File: src/rtl/branch_predict_unit_if.sv
// Fetch/decode-side signal bundle of the branch unit.
// master = pipeline that drives PCs and operands, slave = the branch unit.
interface branch_predict_unit_if #(
  parameter int PERF_W = 32
);
  logic [31:0]       F_pc;
  logic              F_isBranch;
  logic              F_predTaken;
  logic              D_valid;
  logic              D_stall;
  logic [31:0]       D_pc;
  logic [31:0]       D_rs;
  logic [31:0]       D_rt;
  logic [4:0]        D_BranchOp;
  logic              D_Judge;
  logic              D_predTaken;
  logic              D_taken;
  logic              D_mispredict;
  logic [PERF_W-1:0] branch_cnt;
  logic [PERF_W-1:0] miss_cnt;

  modport master (
    output F_pc, F_isBranch, D_valid, D_stall, D_pc, D_rs, D_rt,
           D_BranchOp, D_Judge, D_predTaken,
    input  F_predTaken, D_taken, D_mispredict, branch_cnt, miss_cnt
  );

  modport slave (
    input  F_pc, F_isBranch, D_valid, D_stall, D_pc, D_rs, D_rt,
           D_BranchOp, D_Judge, D_predTaken,
    output F_predTaken, D_taken, D_mispredict, branch_cnt, miss_cnt
  );
endinterface

File: src/rtl/branch_predict_unit.sv
// Branch unit: predicts in F from a PC-indexed table of saturating counters,
// resolves conditional branches in D, and keeps saturating counts of resolved
// branches and mispredictions. The table is untagged, so aliasing PCs share an entry.
module branch_predict_unit #(
  parameter int INDEX_W = 6,
  parameter int CNT_W   = 2,
  parameter int PERF_W  = 32
) (
  input  logic clk,
  input  logic reset,
  branch_predict_unit_if.slave bus
);
  localparam int ENTRIES = 1 << INDEX_W;
  localparam logic [CNT_W-1:0] WEAK_NT = {1'b0, {(CNT_W-1){1'b1}}};
  localparam logic [CNT_W-1:0] CNT_MAX = {CNT_W{1'b1}};
  localparam logic [PERF_W-1:0] PERF_MAX = {PERF_W{1'b1}};

  logic [CNT_W-1:0]   table_q [ENTRIES];
  logic [CNT_W-1:0]   entry_d;
  logic [PERF_W-1:0]  branch_cnt_q, branch_cnt_d;
  logic [PERF_W-1:0]  miss_cnt_q, miss_cnt_d;

  logic [INDEX_W-1:0] f_idx;
  logic [INDEX_W-1:0] d_idx;
  logic [CNT_W-1:0]   d_entry;
  logic               op_known;
  logic               cond;
  logic               taken;
  logic               resolve;
  logic               mispredict;
  logic               rs_neg;
  logic               rs_zero;

  assign f_idx   = bus.F_pc[INDEX_W+1:2];
  assign d_idx   = bus.D_pc[INDEX_W+1:2];
  assign d_entry = table_q[d_idx];
  assign rs_neg  = bus.D_rs[31];
  assign rs_zero = (bus.D_rs == 32'd0);

  // Branch condition evaluation; operands are treated as signed 32-bit values.
  always_comb begin
    cond     = 1'b0;
    op_known = 1'b1;
    case (bus.D_BranchOp)
      5'd1:    cond = bus.D_Judge ? !rs_neg : rs_neg;
      5'd2:    cond = (bus.D_rs == bus.D_rt);
      5'd3:    cond = (bus.D_rs != bus.D_rt);
      5'd4:    cond = rs_neg | rs_zero;
      5'd5:    cond = !rs_neg & !rs_zero;
      default: op_known = 1'b0;
    endcase
  end

  assign taken      = bus.D_valid & cond;
  assign resolve    = bus.D_valid & !bus.D_stall & op_known;
  assign mispredict = resolve & (taken ^ bus.D_predTaken);

  // Next value of the resolved entry and the performance counters, all saturating.
  always_comb begin
    entry_d      = d_entry;
    branch_cnt_d = branch_cnt_q;
    miss_cnt_d   = miss_cnt_q;
    if (taken) begin
      if (d_entry != CNT_MAX) entry_d = d_entry + 1'b1;
    end else begin
      if (d_entry != '0) entry_d = d_entry - 1'b1;
    end
    if (branch_cnt_q != PERF_MAX) branch_cnt_d = branch_cnt_q + 1'b1;
    if (mispredict && (miss_cnt_q != PERF_MAX)) miss_cnt_d = miss_cnt_q + 1'b1;
  end

  // Counter table: cleared to weakly-not-taken, one entry written per resolved branch.
  // No read bypass: F sees the new value only from the following cycle.
  always_ff @(posedge clk or posedge reset) begin
    if (reset) begin
      for (int i = 0; i < ENTRIES; i++) table_q[i] <= WEAK_NT;
    end else if (resolve) begin
      table_q[d_idx] <= entry_d;
    end
  end

  // Performance counters advance once per branch leaving D (never while stalled).
  always_ff @(posedge clk or posedge reset) begin
    if (reset) begin
      branch_cnt_q <= '0;
      miss_cnt_q   <= '0;
    end else if (resolve) begin
      branch_cnt_q <= branch_cnt_d;
      miss_cnt_q   <= miss_cnt_d;
    end
  end

  assign bus.F_predTaken  = bus.F_isBranch & table_q[f_idx][CNT_W-1];
  assign bus.D_taken      = taken;
  assign bus.D_mispredict = mispredict;
  assign bus.branch_cnt   = branch_cnt_q;
  assign bus.miss_cnt     = miss_cnt_q;
endmodule
File: src/flat_wrapper.sv
// flat-port wrapper written by rule: the top's interface ports become plain ports
module branch_predict_unit_flat 
#(
  parameter int INDEX_W = 6,
  parameter int CNT_W   = 2,
  parameter int PERF_W  = 32
)
  (clk, reset, bus_F_pc, bus_F_isBranch, bus_D_valid, bus_D_stall, bus_D_pc, bus_D_rs, bus_D_rt, bus_D_BranchOp, bus_D_Judge, bus_D_predTaken, bus_F_predTaken, bus_D_taken, bus_D_mispredict, bus_branch_cnt, bus_miss_cnt);
  branch_predict_unit_if #(.PERF_W(PERF_W)) bus_i ();
  input  logic clk;
  input  logic reset;
  input wire logic [$bits(bus_i.F_pc)-1:0] bus_F_pc;
  input wire logic [$bits(bus_i.F_isBranch)-1:0] bus_F_isBranch;
  input wire logic [$bits(bus_i.D_valid)-1:0] bus_D_valid;
  input wire logic [$bits(bus_i.D_stall)-1:0] bus_D_stall;
  input wire logic [$bits(bus_i.D_pc)-1:0] bus_D_pc;
  input wire logic [$bits(bus_i.D_rs)-1:0] bus_D_rs;
  input wire logic [$bits(bus_i.D_rt)-1:0] bus_D_rt;
  input wire logic [$bits(bus_i.D_BranchOp)-1:0] bus_D_BranchOp;
  input wire logic [$bits(bus_i.D_Judge)-1:0] bus_D_Judge;
  input wire logic [$bits(bus_i.D_predTaken)-1:0] bus_D_predTaken;
  output wire logic [$bits(bus_i.F_predTaken)-1:0] bus_F_predTaken;
  output wire logic [$bits(bus_i.D_taken)-1:0] bus_D_taken;
  output wire logic [$bits(bus_i.D_mispredict)-1:0] bus_D_mispredict;
  output wire logic [$bits(bus_i.branch_cnt)-1:0] bus_branch_cnt;
  output wire logic [$bits(bus_i.miss_cnt)-1:0] bus_miss_cnt;
  assign bus_i.F_pc = bus_F_pc;
  assign bus_i.F_isBranch = bus_F_isBranch;
  assign bus_i.D_valid = bus_D_valid;
  assign bus_i.D_stall = bus_D_stall;
  assign bus_i.D_pc = bus_D_pc;
  assign bus_i.D_rs = bus_D_rs;
  assign bus_i.D_rt = bus_D_rt;
  assign bus_i.D_BranchOp = bus_D_BranchOp;
  assign bus_i.D_Judge = bus_D_Judge;
  assign bus_i.D_predTaken = bus_D_predTaken;
  assign bus_F_predTaken = bus_i.F_predTaken;
  assign bus_D_taken = bus_i.D_taken;
  assign bus_D_mispredict = bus_i.D_mispredict;
  assign bus_branch_cnt = bus_i.branch_cnt;
  assign bus_miss_cnt = bus_i.miss_cnt;
  branch_predict_unit #(.INDEX_W(INDEX_W), .CNT_W(CNT_W), .PERF_W(PERF_W)) u_core (.clk(clk), .reset(reset), .bus(bus_i));
endmodule
File: config.mk
export PLATFORM = sky130hd
export DESIGN_NAME = branch_predict_unit_flat
export DESIGN_NICKNAME = d
export VERILOG_FILES = /design/src/rtl/branch_predict_unit_if.sv /design/src/rtl/branch_predict_unit.sv /design/src/flat_wrapper.sv
export SDC_FILE = /design/constraint.sdc
export NUM_CORES = 1
export LEC_CHECK = 0
export CAP_MARGIN = 20
export CORE_ASPECT_RATIO = 1.25
export CORE_MARGIN = 1.5
export CORE_UTILIZATION = 53
export CTS_CLUSTER_SIZE = 14
export DETAILED_ROUTE_END_ITERATION = 6
export MAX_ROUTING_LAYER = met4
export PLACE_DENSITY = 0.82
export SYNTH_ARGS = -nofsm -noshare
export SYNTH_HDL_FRONTEND = slang
export SYNTH_SLANG_ARGS = --single-unit
export TNS_END_PERCENT = 5
File: constraint.sdc
create_clock -name clk -period 8.55 [get_ports clk]
set_input_delay 2.1375 -clock clk [delete_from_list [all_inputs] [get_ports clk]]
set_output_delay 2.1375 -clock clk [all_outputs]
set_load 0.01 [all_outputs]
======== Word-level counts from Yosys, hierarchy flattened ========
Index checks and enable logic that the tools add are counted.
word-level totals
  register bits after elaboration ......... 192
  input bits .............................. 140
  output and inout port bits .............. 67
  word-level logic and storage cells ...... 118
operators by class
  multiplexer cells ....................... 15
  bitwise operators ....................... 10
  reductions and logical operators ........ 10
  add/subtract/negate cells ............... 4
  magnitude comparators ................... 3
  equal/unequal tests ..................... 10
operators by type and width
  operator                                            count
  bitwise mux 128 bit                                 1
  adder 32 x 1 -> 32 bit, second input constant       2
  != test 32 bit, second input constant               2
  == test 32 bit                                      1
  zero test 32 bit                                    1
  != test 32 bit                                      1
  binary-select mux 2 bit (select 6 bit)              2
  2-to-1 mux 2 bit                                    8
  >= comparator 7 bit, second input constant          2
  NOT 6 -> 7 bit                                      2
  demux 2 bit (select 6 bit)                          1
  == test 5 x 2 -> 1 bit, second input constant       2
  == test 5 x 3 -> 1 bit, second input constant       2
  < comparator 7 x 1 -> 1 bit, second input constant  1
  bitwise AND 1 bit                                   6
  == test 5 x 1 -> 1 bit, second input constant       1
  one-hot mux 1 bit (5 select lines)                  1
  OR reduction 5 bit                                  1
  AND reduction 2 bit                                 2
  zero test 1 bit                                     3
  adder 2 x 1 -> 2 bit, second input constant         1
  logical AND 1 bit                                   2
  2-to-1 mux 1 bit                                    2
  != test 2 bit, second input constant                1
  other kinds (4)                                     4

======== Depth between registers and ports, before layout ========
Gate-level depths: netlist of the first run.
  word-level depth ........................ 9
  mapped depth ............................ 12
  gate-level depth less buffers ........... 8

======== Worst setup path after synthesis of the first run ========
Ideal clock, no wire load.
  path type ............................... input to output
  from .................................... input port bus_F_pc[2]
  to ...................................... output port bus_F_predTaken
  buffers on the path ..................... 2
  stages .................................. 6
  data required time ...................... 6.412 ns
  data arrival time ....................... 4.281 ns
  setup slack ............................. 2.132 ns
  path through ............................ buf_2 buf_2 mux4_2 mux4_2 mux4_2 and2_1
on the way
  longest elaborated chain between the ends .. 5
ends and longest elaborated chain
  element                                              RTL line                   text
  start, declared                                      flat_wrapper.sv:12         input wire logic [$bits(bus_i.F_pc)-1:0] bus_F_pc;
  NOT 6 -> 7 bit (implied by the code)                 branch_predict_unit.sv:93  assign bus.F_predTaken = bus.F_isBranch & table_q[f_idx][CNT_W-1];
  binary-select mux 2 bit (select 6 bit)               branch_predict_unit.sv:93
  2-to-1 mux 2 bit (implied by the code) (2 in a row)  branch_predict_unit.sv:93
  bitwise AND 1 bit                                    branch_predict_unit.sv:93
  end, declared                                        flat_wrapper.sv:22         output wire logic [$bits(bus_i.F_predTaken)-1:0] bus_F_predTaken;
Every way passes these cells. The select of a mux whose other input is x is not followed.

======== Worst setup path in the final report of the first run ========
  from .................................... input port bus_F_pc[3]
  to ...................................... output port bus_F_predTaken
Same word-level chain as after synthesis.

==> results.sh, run 1 <==
export IMPL_outcome="completed"
export IMPL_tns_ns=0
export IMPL_h_tree_depth=4
export IMPL_dieArea_mm2=0.0207
export IMPL_cap_violations=0
export IMPL_place_congestion=0.849
export IMPL_synth_avg_cell_area_um2=9.70
export IMPL_synth_top_cells_by_count="nand2_1 (190), dfrtp_1 (128), nor2_1 (91), xnor2_1 (87), a21oi_1 (69)"
export IMPL_die_width_um=129
export IMPL_multi_input_area_mm2=0.00528
export IMPL_rsz0062_at_grt="no"
export IMPL_nNetsFinal=1350
export IMPL_dp_hpwl_um=18700
export IMPL_syn_nets=1228
export IMPL_path_class="input port to primary output"
export IMPL_slew_violations=0
export IMPL_vias=8872
export IMPL_antenna_found_initial=0
export IMPL_io_buffers=154
export IMPL_drc=0
export IMPL_diodes=0
export IMPL_cp_required_ns=6.41
export IMPL_ir_worst_vdd_mv=0.156
export IMPL_numCtsBuffers=17
export IMPL_holdPathStages=2
export IMPL_crit_chain="clkdlybuf4s50_1 > mux4_2 > mux4_2 > mux4_2 > and2_1 > clkdlybuf4s50_1"
export IMPL_syn_cell_area_mm2=0.0105
export IMPL_core_area_mm2=0.0195
export IMPL_path_buf_inv=2
export IMPL_post_cts_resized=0
export IMPL_finalSetupViolations=0
export IMPL_worst_r2r_endpoint="u_core.table_q[99]"
export IMPL_cp_max_fo=16
export IMPL_cts_root_buf="clkbuf_16"
export IMPL_cts_sinks=192
export IMPL_hold_violations=0
export IMPL_rrSetupSlack_ns=5.62
export IMPL_hold_class="register to register"
export IMPL_yosysMostFrequentCell="nand2_1"
export IMPL_r2r_cells=9
export IMPL_clock_fmax_mhz=137
export IMPL_routedWlPerCell_um=18.5
export IMPL_hold_buffers=0
export IMPL_grt_ovfl_total=0
export IMPL_intPower_mw=1.45
export IMPL_final_util_pct=65.4
export IMPL_grt_pass1_wl_um=44900
export IMPL_drive_gt1_share_pct=14.2
export IMPL_grt_max_degree=86
export IMPL_vias_per_cell=5.97
export IMPL_grt_use_total_pct=28.3
export IMPL_place_ws_ns=1.26
export IMPL_timing_rr_start="u_core.table_q[50]"
export IMPL_cp_arrival_ns=5.19
export IMPL_finalClockSkew_ns=0.00870
export IMPL_drt_initial_drc_count=919
export IMPL_switchingPower_mw=0.539
export IMPL_setup_ws_ns=1.23
export IMPL_synth_ff_type="dfrtp_1"
export IMPL_period_share_pct=85.6
export IMPL_slowest_delay_ns=1.03
export IMPL_cts_tree="done"
export IMPL_ys_seq_elements=192
export IMPL_synth_cells=1086
export IMPL_power_frac_clock_pct=38.5
export IMPL_async_flop_share_pct=100
export IMPL_drt_pass1_iter_count=7
export IMPL_regArea_mm2=0.00488
export IMPL_ys_types=58
export IMPL_dieHeight_um=161
export IMPL_clk_path_buf_depth=2
export IMPL_leakagePower_nw=4.81
export IMPL_ios=207
export IMPL_fill_cells=1546
export IMPL_hold_start="u_core.table_q[20]"
export IMPL_crit_top_cell="mux4_2"
export IMPL_rows=57
export IMPL_grt_pass1_vias=8797
export IMPL_tightest_slew_ns=1.06
export IMPL_post_cts_setup_buffers=0
export IMPL_relSlewSlack_pct=29.1
export IMPL_start_util_pct=54.1
export IMPL_wl_um=27500
export IMPL_syn2layout_area_growth_pct=21.0
export IMPL_ant_nets=0
export IMPL_p_seq_share_pct=48.6
export IMPL_p_sw_share_pct=27.1
export IMPL_synth_seq_area_share_pct=46.4
export IMPL_insertion_delay_ns=0.44
export IMPL_synth_edf_count=0
export IMPL_endpoint_kind="primary output"
export IMPL_yosysWarnings=0
export IMPL_dpl_cell_count=1454
export IMPL_yosysTopAreaCell="dfrtp_1"
export IMPL_clkTransAtPathRegs_ns=0.07
export IMPL_instances_no_fill=1486
export IMPL_synth_top_area_share_pct=30.4
export IMPL_p_comb_share_pct=12.8
export IMPL_fin_crit_ns=7.32
export IMPL_p_per_area_mw_per_mm2=156
export IMPL_start_kind="input port"
export IMPL_cpMaxStageDelayCell="clkdlybuf4s50_1"
export IMPL_min_to="u_core.table_q[20]"
export IMPL_synthTopCellsByArea="dfrtp_1 (30%), dfstp_2 (16%), mux4_2 (7.5%), xnor2_1 (7.2%), nand2_1 (6.8%)"
export IMPL_cp_top_family="buffers and inverters"
## tightest hold or removal path: cells and delay by family (launching register included)
| kind | cells | cell delay [ns] |
|---|---|---|
| AO/OA/AOI/OAI | 1 | 0.05 |
| AND/OR/NAND/NOR | 1 | 0.04 |
| flip-flops | 1 | 0.37 |
## layout by cell type, fill, tap and decap left out, types with 3 or more instances in the layout
| master | count |
|---|---|
| a211oi_1 | 3 |
| a21oi_1 | 69 |
| a221oi_1 | 17 |
| a22oi_1 | 4 |
| a31oi_1 | 38 |
| and2_1 | 10 |
| and3_1 | 20 |
| and4_1 | 7 |
| buf_4 | 16 |
| clkbuf_16 | 17 |
| clkdlybuf4s50_1 | 152 |
| clkinv_4 | 4 |
| dfrtp_1 | 128 |
| dfstp_2 | 64 |
| inv_1 | 6 |
| inv_6 | 4 |
| inv_8 | 4 |
| mux2_2 | 14 |
| mux2i_1 | 5 |
| mux4_2 | 35 |
| nand2_1 | 190 |
| nand2b_1 | 6 |
| nand3_1 | 33 |
| nand4_1 | 35 |
| nor2_1 | 91 |
| nor2b_1 | 8 |
| nor3_1 | 17 |
| nor3_2 | 3 |
| nor4_1 | 13 |
| o211a_1 | 3 |
| o211ai_1 | 3 |
| o21ai_0 | 60 |
| o21ai_1 | 8 |
| or2_2 | 3 |
| or3_1 | 4 |
| xnor2_1 | 87 |
| xor2_1 | 7 |
## cell families after synthesis
kind of cell,count (synthesis),share of synthesized area (%)
buf+inv,74,3.56
xor+xnor,94,7.82
mux,54,9.46
flops,192,46.4
fa+ha+maj,2,0.238
compound gates,220,12.7
simple gates,450,19.8
## registers in the layout, indices dropped and copies added, names as in the netlist
signal / count
u_core.bus.miss_cnt: 32
u_core.bus.branch_cnt: 32
u_core.table_q: 128
## per-layer routing
metal | global-route usage [%] | part of all wire [%] | routed length, um | vias to the layer above
met5 | - | 0 | 0 | -
li1 | - | - | - | 4132
met2 | 43.6 | 49 | 13400 | 392
met1 | 37.0 | 42 | 11500 | 4283
met4 | 11.4 | 2.5 | 694 | 0
met3 | 5.33 | 6.9 | 1900 | 65
## how the worst max path moves through the flow
stage	depth (start not counted)	end	slack [ns]	startpoint
after global routing	6	bus_F_predTaken	1.20	bus_F_pc[3]
after global placement	6	bus_F_predTaken	1.29	bus_F_pc[3]
final	6	bus_F_predTaken	1.23	bus_F_pc[3]
after detailed placement	6	bus_F_predTaken	1.26	bus_F_pc[3]
after CTS	6	bus_F_predTaken	1.26	bus_F_pc[3]
after floorplan	1	u_core.bus.branch_cnt[0]	1.29	reset
## through the flow
stage               area, um2  power, mW  hold slack (ns)
finish                  12700       1.99            0.467
CTS                     12700       2.00            0.466
detailed placement      12200       1.23            0.456
global placement        12200       1.23            0.449
floorplan               10500       1.12            0.440
global route            12700       2.06            0.486
## layout make-up
class,count,area share [%]
well taps,265,2.60
flip-flops and latches,192,38.3
repair buffers,170,13.0
inverters,7,0.246
multi-input cells,820,41.4
clock inverters,14,0.962
clock buffers,18,3.45
## power by group through the flow
stage,Sequential (mW),Combinational (mW),Clock [mW]
floorplan,0.980,0.143,0
detailed placement,0.981,0.254,0
finish,0.966,0.255,0.766
global route,0.969,0.278,0.816
CTS,0.965,0.255,0.778
global placement,0.980,0.250,0
No activity file was read; power rests on OpenSTA's default activity.
==> run 2: changes to the inputs <==
- HOLD_SLACK_MARGIN: unset -> 0.06
==> results of run 2 <==
No change in the layout: final DEF, timing and power equal those of run 1.
==> run 3: changes to the inputs <==
--- a/config.mk
+++ b/config.mk
@@ -12,4 +12,5 @@
 export CTS_CLUSTER_SIZE = 14
 export DETAILED_ROUTE_END_ITERATION = 6
+export GPL_ROUTABILITY_DRIVEN = 0
 export HOLD_SLACK_MARGIN = 0.06
 export MAX_ROUTING_LAYER = met4
==> constraint.sdc (replaced) <==
create_clock -name clk -period 8.4 [get_ports clk]
set_input_delay 1.68 -clock clk [delete_from_list [all_inputs] [get_ports clk]]
set_output_delay 1.68 -clock clk [all_outputs]
set_load 0.01 [all_outputs]
==> results.sh, run 3 (same netlist as run 1, synthesis figures left out) <==
export IMPL_outcome="complete, but fails checks"
export IMPL_failed_checks="design-rule violations"
export IMPL_drc=2
export IMPL_finalSetupViolations=0
export IMPL_cp_required_ns=6.72
export IMPL_stdcell_area_mm2=0.0128
export IMPL_tightest_slew_ns=1.01
export IMPL_final_util_pct=65.9
export IMPL_min_to="u_core.table_q[122]"
export IMPL_rsz0062_at_grt="no"
export IMPL_power_mw=2.07
export IMPL_hold_start="u_core.table_q[122]"
export IMPL_ir_worst_vdd_mv=0.148
export IMPL_relSlewSlack_pct=32.4
export IMPL_fin_crit_ns=6.45
export IMPL_antenna_found_initial=0
export IMPL_cap_violations=0
export IMPL_insertion_delay_ns=0.44
export IMPL_cts_sinks=192
export IMPL_clkTransAtPathRegs_ns=0.07
export IMPL_endpoint_kind="primary output"
export IMPL_final_common_cell="nand2_1"
export IMPL_vias=8956
export IMPL_leakagePower_nw=4.84
export IMPL_grt_use_total_pct=29.2
export IMPL_cts_tree="done"
export IMPL_core_area_mm2=0.0195
export IMPL_drt_pass1_iter_count=7
export IMPL_largest_reg_flops=128
export IMPL_slew_violations=0
export IMPL_ant_nets=0
export IMPL_p_seq_share_pct=47.6
export IMPL_start_util_pct=54.1
export IMPL_post_cts_resized=0
export IMPL_power_frac_clock_pct=39.6
export IMPL_holdPathStages=2
export IMPL_dp_hpwl_um=19300
export IMPL_hold_ws_ns=0.464
export IMPL_wl_um=28300
export IMPL_diodes=0
export IMPL_hold_buffers=0
export IMPL_timing_rr_start="u_core.table_q[20]"
export IMPL_clk_path_buf_depth=2
export IMPL_cp_arrival_ns=4.77
export IMPL_nNetsFinal=1353
export IMPL_switchingPower_mw=0.564
export IMPL_tns_ns=0
export IMPL_finalClockSkew_ns=0.0127
export IMPL_grt_pass1_vias=9096
export IMPL_ios=207
export IMPL_hold_class="register to register"
export IMPL_vias_per_cell=6.01
export IMPL_h_tree_depth=4
export IMPL_grt_max_degree=77
export IMPL_start_kind="input port"
export IMPL_grt_pass1_wl_um=46000
export IMPL_cts_root_buf="clkbuf_16"
export IMPL_grt_ovfl_total=0
export IMPL_routedWlPerCell_um=19.0
export IMPL_rrSetupSlack_ns=5.09
export IMPL_worst_r2r_endpoint="u_core.table_q[95]"
export IMPL_drt_initial_drc_count=954
export IMPL_fill_cells=1508
export IMPL_p_sw_share_pct=27.3
export IMPL_regMostFlops="u_core.table_q"
export IMPL_drive_gt1_share_pct=14.5
export IMPL_r2r_cells=9
export IMPL_syn2layout_area_growth_pct=21.8
export IMPL_p_per_area_mw_per_mm2=161
export IMPL_dieHeight_um=161
export IMPL_placed_cell_area_mm2=0.0122
export IMPL_io_buffers=154
export IMPL_die_width_um=129
export IMPL_hold_violations=0
export IMPL_p_comb_share_pct=12.8
export IMPL_intPower_mw=1.50
export IMPL_rows=57
export IMPL_numCtsBuffers=17
export IMPL_period_share_pct=76.8
export IMPL_dieArea_mm2=0.0207
export IMPL_post_cts_setup_buffers=0
export IMPL_path_class="input port to primary output"
export IMPL_clock_fmax_mhz=155
export IMPL_final_cell_mix="nand2_1 (190), clkdlybuf4s50_1 (152), dfrtp_1 (128)"
export IMPL_cp_max_fo=33
-- run 3: cell types whose count changed in the layout (fill, tap and decap cells not counted), sizes merged --
cell,previous run,this run
bufinv,0,1
inv,14,11
clkinvlp,1,2
clkbuf,18,17
clkinv,6,8
buf,18,21
-- run 3: worst max-delay path: stages --
cell and delay (ns):
clkdlybuf4s50_1 0.46, nor4_1 0.37, nand4_1 0.23, o211a_1 0.28, o211a_1 0.25, o21a_1 0.20, a2111oi_4 0.19, buf_4 0.36
and2_1 0.19, clkdlybuf4s50_1 0.55
-- run 3: power by group through the flow --
stage	combinational (mW)	sequential, mW	clock [mW]
floorplan	0.146	0.997	0
global placement	0.256	0.997	0
detailed placement	0.263	0.998	0
CTS	0.265	0.982	0.827
global route	0.287	0.987	0.866
finish	0.265	0.983	0.819
-- run 3: layer usage --
| metal | vias up | part of all wire (%) | GRT usage (%) |
|---|---|---|---|
| met5 | - | 0 | - |
| met4 | 0 | 3.6 | 13.0 |
| met3 | 84 | 7.4 | 6.20 |
| met2 | 425 | 48 | 46.1 |
| met1 | 4295 | 40 | 36.2 |
| li1 | 4152 | - | - |
-- run 3: final cells by class --
cell class	instances	area (um2)	area share (%)
clock buffers	17	425	3.32
clock inverters	15	178	1.39
inverters	7	31.3	0.244
multi-input cells	820	5280	41.2
flip-flops and latches	192	4880	38.1
well taps	265	332	2.59
repair buffers	173	1690	13.2
-- run 3: how the worst max path moves through the flow --
| stage | end | slack, ns | cells after the start | from |
|---|---|---|---|---|
| after floorplan | u_core.bus.branch_cnt[0] | 1.60 | 1 | reset |
| after global placement | bus_D_mispredict | 1.97 | 10 | bus_D_rs[5] |
| after global routing | bus_D_mispredict | 1.77 | 10 | bus_D_rs[5] |
| after CTS | bus_D_mispredict | 1.94 | 10 | bus_D_rs[5] |
| final | bus_D_mispredict | 1.95 | 10 | bus_D_rs[2] |
| after detailed placement | bus_D_mispredict | 1.96 | 10 | bus_D_rs[5] |
-- run 3: stage by stage --
stage	setup WS, ns	instances
4_1_cts	1.94	1489
3_3_place_gp	1.97	1456
2_1_floorplan	1.60	1086
6_report	1.95	1489
5_1_grt	1.77	1489
3_5_place_dp	1.96	1457
